--- config.mk ---
export PLATFORM = sky130hd
export DESIGN_NAME = instr_sequencer
export DESIGN_NICKNAME = d
export VERILOG_FILES = /design/src/rtl/sequencer_pkg.sv /design/src/rtl/btn_edge_sync.sv /design/src/rtl/instr_sequencer.sv
export SDC_FILE = /design/constraint.sdc
export NUM_CORES = 1
export LEC_CHECK = 0
export CELL_PAD_IN_SITES_DETAIL_PLACEMENT = 0
export CELL_PAD_IN_SITES_GLOBAL_PLACEMENT = 2
export CORE_MARGIN = 10
export CORE_UTILIZATION = 50
export DETAILED_ROUTE_END_ITERATION = 12
export GPL_ROUTABILITY_DRIVEN = 0
export PLACE_DENSITY_LB_ADDON = 0.25
export SYNTH_ARGS = -nofsm -noshare
export SYNTH_HDL_FRONTEND = slang
export SYNTH_SLANG_ARGS = --single-unit
--- constraint.sdc ---
create_clock -name clk -period 4.2 [get_ports clk]
set_input_delay 1.26 -clock clk [delete_from_list [all_inputs] [get_ports clk]]
set_output_delay 1.26 -clock clk [all_outputs]
set_load 0.02 [all_outputs]
--- src/rtl/sequencer_pkg.sv ---
// Shared definitions for the instruction sequencer: FSM state encoding, the
// default halt word and the opcode constants used to build program images.
package sequencer_pkg;

    localparam int unsigned INSTR_W = 16;

    typedef enum logic [2:0] {
        ST_INIT   = 3'd0,
        ST_IDLE   = 3'd1,
        ST_ISSUE  = 3'd2,
        ST_WAIT   = 3'd3,
        ST_HALTED = 3'd4
    } seq_state_e;

    localparam logic [INSTR_W-1:0] HALT_WORD_DEFAULT = 16'hFFFF;

    // Datapath opcodes (top nibble of the instruction word).
    localparam logic [3:0] OP_ADD  = 4'h0;
    localparam logic [3:0] OP_ADDI = 4'h5;

    // Pack four nibble fields into one instruction word.
    function automatic logic [INSTR_W-1:0] encode_instr(
        input logic [3:0] op,
        input logic [3:0] f2,
        input logic [3:0] f1,
        input logic [3:0] f0
    );
        return {op, f2, f1, f0};
    endfunction

endpackage

--- src/rtl/btn_edge_sync.sv ---
// Brings a raw push-button into the clk domain and emits a one-cycle pulse on
// each rising edge. A button level captured at edge k produces pulse=1 in the
// cycle after edge k+2, so a consumer sampling it acts on edge k+3.
// Ports:
//   clk, rst   system clock, synchronous active-high reset
//   btn_async  raw asynchronous button level
//   pulse      registered one-cycle rising-edge pulse
module btn_edge_sync (
    input  logic clk,
    input  logic rst,
    input  logic btn_async,
    output logic pulse
);

    logic sync1_q, sync1_d;
    logic sync2_q, sync2_d;
    logic prev_q,  prev_d;
    logic pulse_q, pulse_d;

    // Two-flop synchronizer followed by an edge detector on the clean level.
    always_comb begin
        sync1_d = btn_async;
        sync2_d = sync1_q;
        prev_d  = sync2_q;
        pulse_d = sync2_q & ~prev_q;
    end

    always_ff @(posedge clk) begin
        if (rst) begin
            sync1_q <= 1'b0;
            sync2_q <= 1'b0;
            prev_q  <= 1'b0;
            pulse_q <= 1'b0;
        end else begin
            sync1_q <= sync1_d;
            sync2_q <= sync2_d;
            prev_q  <= prev_d;
            pulse_q <= pulse_d;
        end
    end

    assign pulse = pulse_q;

endmodule

--- src/rtl/instr_sequencer.sv ---
// Program sequencer for the FSM datapath. Holds a loadable program memory and
// issues one instruction at a time, waiting for cpu_done before advancing.
// Free-run (run_mode=1) or single-step via a synchronized push-button.
// Ports:
//   clk, rst      system clock, synchronous active-high reset
//   step_btn      raw push-button, one issue per press in step mode
//   run_mode      1 = free-run, 0 = single-step (looked at in IDLE)
//   restart       pulse: pc back to 0, re-enter INIT, program kept
//   prog_we/addr/data  program write port, accepted in IDLE or HALTED
//   cpu_done      datapath retired the current instruction
//   cpu_rst       reset to the datapath
//   instr_out     issued instruction, held until the next issue
//   imm_out       zero-extended pc of the issued instruction
//   instr_valid   one-cycle pulse while in ISSUE
//   pc            address of the next instruction to issue
//   halted        high while in HALTED
module instr_sequencer
    import sequencer_pkg::*;
#(
    parameter int unsigned    DEPTH      = 32,
    parameter int unsigned    RST_CYCLES = 4,
    parameter logic [15:0]    HALT_WORD  = HALT_WORD_DEFAULT
) (
    input  logic                     clk,
    input  logic                     rst,
    input  logic                     step_btn,
    input  logic                     run_mode,
    input  logic                     restart,
    input  logic                     prog_we,
    input  logic [$clog2(DEPTH)-1:0] prog_addr,
    input  logic [15:0]              prog_data,
    input  logic                     cpu_done,
    output logic                     cpu_rst,
    output logic [15:0]              instr_out,
    output logic [15:0]              imm_out,
    output logic                     instr_valid,
    output logic [$clog2(DEPTH)-1:0] pc,
    output logic                     halted
);

    localparam int unsigned AW = $clog2(DEPTH);
    localparam int unsigned CW = $clog2(RST_CYCLES + 1);

    seq_state_e     state_q, state_d;
    logic [AW-1:0]  pc_q, pc_d;
    logic [CW-1:0]  cnt_q, cnt_d;
    logic [15:0]    instr_q, instr_d;
    logic [15:0]    imm_q, imm_d;
    logic           valid_q, valid_d;
    logic           cpu_rst_q, cpu_rst_d;
    logic           halted_q, halted_d;

    logic [15:0]    mem_q [DEPTH];
    logic [15:0]    mem_rd;
    logic           step_pulse;

    btn_edge_sync u_btn (
        .clk       (clk),
        .rst       (rst),
        .btn_async (step_btn),
        .pulse     (step_pulse)
    );

    // Combinational read at pc; a same-cycle write is seen one cycle later.
    assign mem_rd = mem_q[pc_q];

    // Program memory write port, only while the sequencer is parked.
    always_ff @(posedge clk) begin
        if (prog_we && (state_q == ST_IDLE || state_q == ST_HALTED)) begin
            mem_q[prog_addr] <= prog_data;
        end
    end

    // Next-state and registered-output logic; outputs are set on the
    // transition into a state so they line up with that state's cycle.
    always_comb begin
        state_d   = state_q;
        pc_d      = pc_q;
        cnt_d     = cnt_q;
        instr_d   = instr_q;
        imm_d     = imm_q;
        valid_d   = 1'b0;
        cpu_rst_d = cpu_rst_q;
        halted_d  = halted_q;

        case (state_q)
            ST_INIT: begin
                if (cnt_q == CW'(RST_CYCLES - 1)) begin
                    state_d   = ST_IDLE;
                    cpu_rst_d = 1'b0;
                end else begin
                    cnt_d = cnt_q + CW'(1);
                end
            end
            ST_IDLE: begin
                if (mem_rd == HALT_WORD) begin
                    state_d  = ST_HALTED;
                    halted_d = 1'b1;
                end else if (run_mode || step_pulse) begin
                    state_d = ST_ISSUE;
                    instr_d = mem_rd;
                    imm_d   = 16'(pc_q);
                    valid_d = 1'b1;
                end
            end
            ST_ISSUE: begin
                state_d = ST_WAIT;
            end
            ST_WAIT: begin
                if (cpu_done) begin
                    // Last word retires into HALTED rather than wrapping.
                    if (pc_q == AW'(DEPTH - 1)) begin
                        state_d  = ST_HALTED;
                        halted_d = 1'b1;
                    end else begin
                        pc_d    = pc_q + AW'(1);
                        state_d = ST_IDLE;
                    end
                end
            end
            ST_HALTED: begin
                state_d = ST_HALTED;
            end
            default: begin
                state_d   = ST_INIT;
                cnt_d     = '0;
                cpu_rst_d = 1'b1;
            end
        endcase

        // restart overrides every state, abandoning any outstanding instruction.
        if (restart) begin
            state_d   = ST_INIT;
            pc_d      = '0;
            cnt_d     = '0;
            cpu_rst_d = 1'b1;
            halted_d  = 1'b0;
            valid_d   = 1'b0;
        end
    end

    always_ff @(posedge clk) begin
        if (rst) begin
            state_q   <= ST_INIT;
            pc_q      <= '0;
            cnt_q     <= '0;
            instr_q   <= '0;
            imm_q     <= '0;
            valid_q   <= 1'b0;
            cpu_rst_q <= 1'b1;
            halted_q  <= 1'b0;
        end else begin
            state_q   <= state_d;
            pc_q      <= pc_d;
            cnt_q     <= cnt_d;
            instr_q   <= instr_d;
            imm_q     <= imm_d;
            valid_q   <= valid_d;
            cpu_rst_q <= cpu_rst_d;
            halted_q  <= halted_d;
        end
    end

    assign cpu_rst     = cpu_rst_q;
    assign instr_out   = instr_q;
    assign imm_out     = imm_q;
    assign instr_valid = valid_q;
    assign pc          = pc_q;
    assign halted      = halted_q;

endmodule

-- Word-level counts from Yosys, hierarchy flattened
Memories as Yosys holds them, arrays and structs flattened. A register that Yosys moved wholly into a read port is not among the register bits.
Index checks and enable logic that the tools add are counted.
- register bits: 39
- memories: 1
- memory bits (writable): 512
- word-level logic and storage cells: 67
- bits of input ports: 28
- output and inout bits: 40
- memories (name ; words ; bits a word ; read ports ; clocked after memory_dff ; write ports ; RTL line ; RTL):
    mem_q ; 32 ; 16 ; 1 ; 1 ; 1 ; instr_sequencer.sv:53 ; logic [15:0] mem_q [DEPTH];
- multiplexer cells: 19
- add/sub/neg operators: 2
- bitwise logic cells: 6
- reduce and logical (&&, ||, !) cells: 14
- equal/unequal tests: 13
- operator list (kind ; count):
    $mux 3 ; 6
    $eq 16x16->1 const B ; 1
    $pmux 3 s5 ; 1
    $mux 5 ; 2
    $eq 3x2->1 const B ; 3
    $reduce_and 3->1 ; 3
    $ne 2x2->1 const B ; 4
    $reduce_or 4->1 ; 2
    $mux 1 ; 7
    $pmux 3 s2 ; 1
    $add 5x1->5 const B ; 1
    $eq 5x5->1 const B ; 1
    $not 1->1 ; 5
    $pmux 1 s2 ; 2
    $reduce_and 2->1 ; 2
    $reduce_and 4->1 ; 1
    $add 3x1->3 const B ; 1
    $eq 3x1->1 const B ; 1
    $eq 3x3->1 const B ; 1
    $logic_not 3->1 ; 1
    $ne 3x1->1 const B ; 1
    $logic_or 1x1->1 ; 2
    $ne 2x1->1 const B ; 1
    $reduce_bool 2->1 ; 1
    other kinds (3) ; 3

-- Longest topological paths before layout
- depth in word-level cells: 5
- mapped depth: 13
- gate-level depth less buffers: 9

-- Cells and area by module
Synthesis repeated with hierarchy kept, for this count alone.
- cells, all modules: 1337
- area, all modules: 22081.2 um2
- by module, submodules not included (module ; sequential area each (um2) ; cells an instance ; times used ; area each (um2)):
    instr_sequencer ; 16175.5 ; 1329 ; 1 ; 21969.8
    btn_edge_sync ; 80.1 ; 8 ; 1 ; 111.4

-- Worst setup path before layout
No wires, ideal clock.
- path kind: input port to flip-flop
- start: input prog_we
- end: memory mem_q[24][0], enable pin
- path buffers: 0
- data required time: 3.812 ns
- cell stages on the path: 4
- arrival time: 2.548 ns
- setup slack: 1.263 ns
- setup time: 0.388 ns
- path through: nor3b_1 -> nor2b_1 -> nand3_1 -> nor2_1
- cells in the longest elaborated chain, start to end: 3
- ends and longest elaborated chain (item ; RTL line ; RTL):
    start: declaration ; instr_sequencer.sv:29 ; input logic prog_we,
    $logic_and 1x1->1 ; instr_sequencer.sv:69 ; if (prog_we && (state_q == ST_IDLE || state_q == ST_HALTED)) begin
    $mux 1 ; instr_sequencer.sv:69 ;
    $mux 1 (not written as such) ; instr_sequencer.sv:70 ; mem_q[prog_addr] <= prog_data;
    end: declaration ; instr_sequencer.sv:53 ;
Every way passes these cells.

==> reports/metrics.cfg <==
[final_layout]
regArea_mm2 = 0.0163
multi_input_area_mm2 = 0.00534
final_cells = 2097
drive_gt1_share_pct = 13.0
area.growth.synth_to_final_pct = 15.3
fill_cells = 3364
nets = 1501
antennaDiodeCount = 0

[logic_synthesis]
synth_area_mm2 = 0.0221
synth_cell_types = 39
synth_area_per_cell_um2 = 16.5
synth_warnings = 0
syn_inst = 1340
yosysSeqAreaShare_pct = 73.7
ys_seq_elements = 556

[clock_network]
postCtsSetupRepairBufs = 0
root_buffer = clkbuf_16
clock-sinks = 556
clk_latency_ps = 600
cts_inserted_buffers = 54
cts_resized = 0
clkSlewWorstSetupHoldPaths_ps = 60
clockBufferDepth = 3
cts_max_level = 2
cts_hold_buf = 0
tritoncts = yes

[placed_design]
port_buffers = 56
dpl_worst_slack_ps = 296
dp_hpwl_um = 31800
placed_cells = 1998

[global_route]
track_usage_pct = 19.3
grt_max_degree = 43
grt_pass1_wl_um = 76600
antenna_found_initial = 1
grt_pass1_vias = 11902
grt_overflow = 0

[timing]
hold_viol = 0
period_share_pct = 89.6
finalSetupTns_ps = 0
clock_skew_ps = 14.0
tightestPinTransition_ps = 775
fin_crit_ps = 3760
setup_viol = 0
maxSlewViolCount = 0
fin_ws_ps = 436
holdWs_ps = 384
rsz0062_at_grt = false
fmax_mhz = 266
relSlewSlack_pct = 48.3

[power_and_ir_drop]
power_density_mw_per_mm2 = 425
ir_drop_mv = 0.278
total_power_mw = 10.8
cellLeakagePower_nw = 7.98

[detailed_routing]
drc = 0
num_vias = 11949
via_per_inst = 5.70
drt-pass1-iter-count = 7
wl_per_cell_um = 24.7
ant_nets = 0
drt-total-wl_um = 51900
drtIter0Drc = 1095

[floorplanning]
ios = 68
initial_core_util_pct = 50.9
die_h_um = 230
dieArea_mm2 = 0.0529
fp.dieW_um = 230
coreArea_mm2 = 0.0434
fp-row-count = 76

[setup_path]
required_ps = 4690
cp_max_fo = 30
r2r_end = instr_out[10]
r2r_cells = 12
path_class = register to register
crit_arrival_ps = 4260
critPathCaptureType = register
critPathLaunchType = register
rrSetupSlack_ps = 440
endpoint = instr_out[10]

[run]
cap_violations = 0

[min_path]
min_path_cells = 1
hold_class = register to register

[run_status]
status = completed

[through the flow]
stage	instance area (um2)	util, %
6_report	25400	58.7
5_1_grt	25400	58.7
4_1_cts	25400	58.7
3_5_place_dp	23800	54.8
3_3_place_gp	23800	54.8
2_1_floorplan	22100	-
[layout by cell type, fill, tap and decap left out, types with 23 or more instances in the layout]
| master | count |
|---|---|
| dfxtp_1 | 43 |
| clkbuf_16 | 58 |
| mux2i_1 | 263 |
| buf_4 | 81 |
| a22oi_1 | 128 |
| clkdlybuf4s50_1 | 55 |
| nor2b_1 | 23 |
| nor2_1 | 78 |
| edfxtp_1 | 512 |
| nand2_1 | 65 |
[sequential cells by signal (all words and copies together) (netlist names), named ones only]
name	flops
mem_q	512
u_btn.pulse	1
state_q	3
cpu_rst	1
u_btn.sync1_q	1
u_btn.prev_d	1
cnt_q	3
u_btn.prev_q	1
imm_out	5
pc	5
instr_out	16
instr_valid	1
halted	1
[synth_stat cells]
cell | n | share of area, %
a22oi_1 | 128 | 4.4
ha_1 | 4 | 0.23
buf_2 | 4 | 0.091
clkbuf_1 | 34 | 0.58
a211oi_1 | 1 | 0.034
edfxtp_1 | 512 | 70
or2_2 | 4 | 0.11
and2_1 | 2 | 0.057
a21oi_1 | 6 | 0.14
buf_4 | 27 | 0.92
o22ai_1 | 17 | 0.48
and3_1 | 3 | 0.085
buf_6 | 13 | 0.66
buf_1 | 8 | 0.14
mux2_2 | 1 | 0.051
inv_1 | 2 | 0.034
clkbuf_2 | 1 | 0.023
a2bb2oi_1 | 3 | 0.12
nor2b_1 | 25 | 0.71
xnor2_1 | 2 | 0.079
nand4_1 | 2 | 0.057
a31oi_1 | 2 | 0.057
xor2_1 | 2 | 0.079
o22a_1 | 1 | 0.040
nand2_1 | 65 | 1.1
nand3_1 | 19 | 0.43
nor2_1 | 79 | 1.3
and3b_1 | 1 | 0.040
conb_1 | 1 | 0.017
nor3b_1 | 3 | 0.10
nor3_1 | 5 | 0.11
nor4_1 | 5 | 0.14
o21ai_0 | 19 | 0.43
dfxtp_1 | 44 | 4.0
nor3b_2 | 1 | 0.057
nand2b_1 | 15 | 0.43
o21a_1 | 1 | 0.034
mux2_4 | 15 | 1.0
mux2i_1 | 263 | 12
[how the worst min path moves through the flow]
stage | from | to | slack (ps)
3_3_place_gp | u_btn.prev_q | u_btn.pulse | 380
6_report | u_btn.prev_q | u_btn.pulse | 380
4_1_cts | u_btn.prev_q | u_btn.pulse | 390
3_5_place_dp | u_btn.prev_q | u_btn.pulse | 380
5_1_grt | u_btn.prev_q | u_btn.pulse | 410
2_1_floorplan | u_btn.prev_q | u_btn.pulse | 370
[cells by family (layout without fill, tap and decap cells)]
group | after synthesis | count (layout) | share of synthesized area [%]
AOI/OAI and AO/OA | 178 | 178 | 5.69
xor gates and xnor gates | 4 | 4 | 0.159
adders and majority gates | 4 | 4 | 0.227
buffers and inverters | 89 | 251 | 2.44
DFF | 556 | 556 | 73.7
muxes | 279 | 279 | 13.0
other | 1 | 11 | 0.0170
and+or+nand+nor | 229 | 229 | 4.78
[metal layers]
metal  track usage [%]  up-vias  part of all wire, %
li1                  -     5451                    -
met1              26.4     6083                   44
met5                 0        -                    0
met2              31.6      350                   48
met4              4.62        0                  1.8
met3              3.53       65                  6.3
[where the power goes]
part	switching, mW	total (mW)	internal (mW)
Sequential	0.00164	6.04	6.04
Clock	1.97	4.59	2.61
Combinational	0.133	0.175	0.0425
[worst max-delay path: stages (launching register included)]
cell and delay, ps:
dfxtp_4 520, buf_12 270, buf_12 260, mux2i_1 110, a22oi_1 260, nand2_1 130
o21ai_0 310, nor2_1 160, nor4_1 300, nand4_1 390, nor3b_4 290, buf_4 260
mux2_4 330
[cell type report]
| cell class | count | area share, % |
|---|---|---|
| clock inverter | 25 | 0.561 |
| multi-input combinational | 705 | 21.0 |
| clock buffer | 74 | 6.06 |
| tap | 585 | 2.88 |
| timing repair buffer | 150 | 5.60 |
| inverter | 2 | 0.0295 |
| sequential | 556 | 63.9 |
No activity file was read; power rests on OpenSTA's default activity.
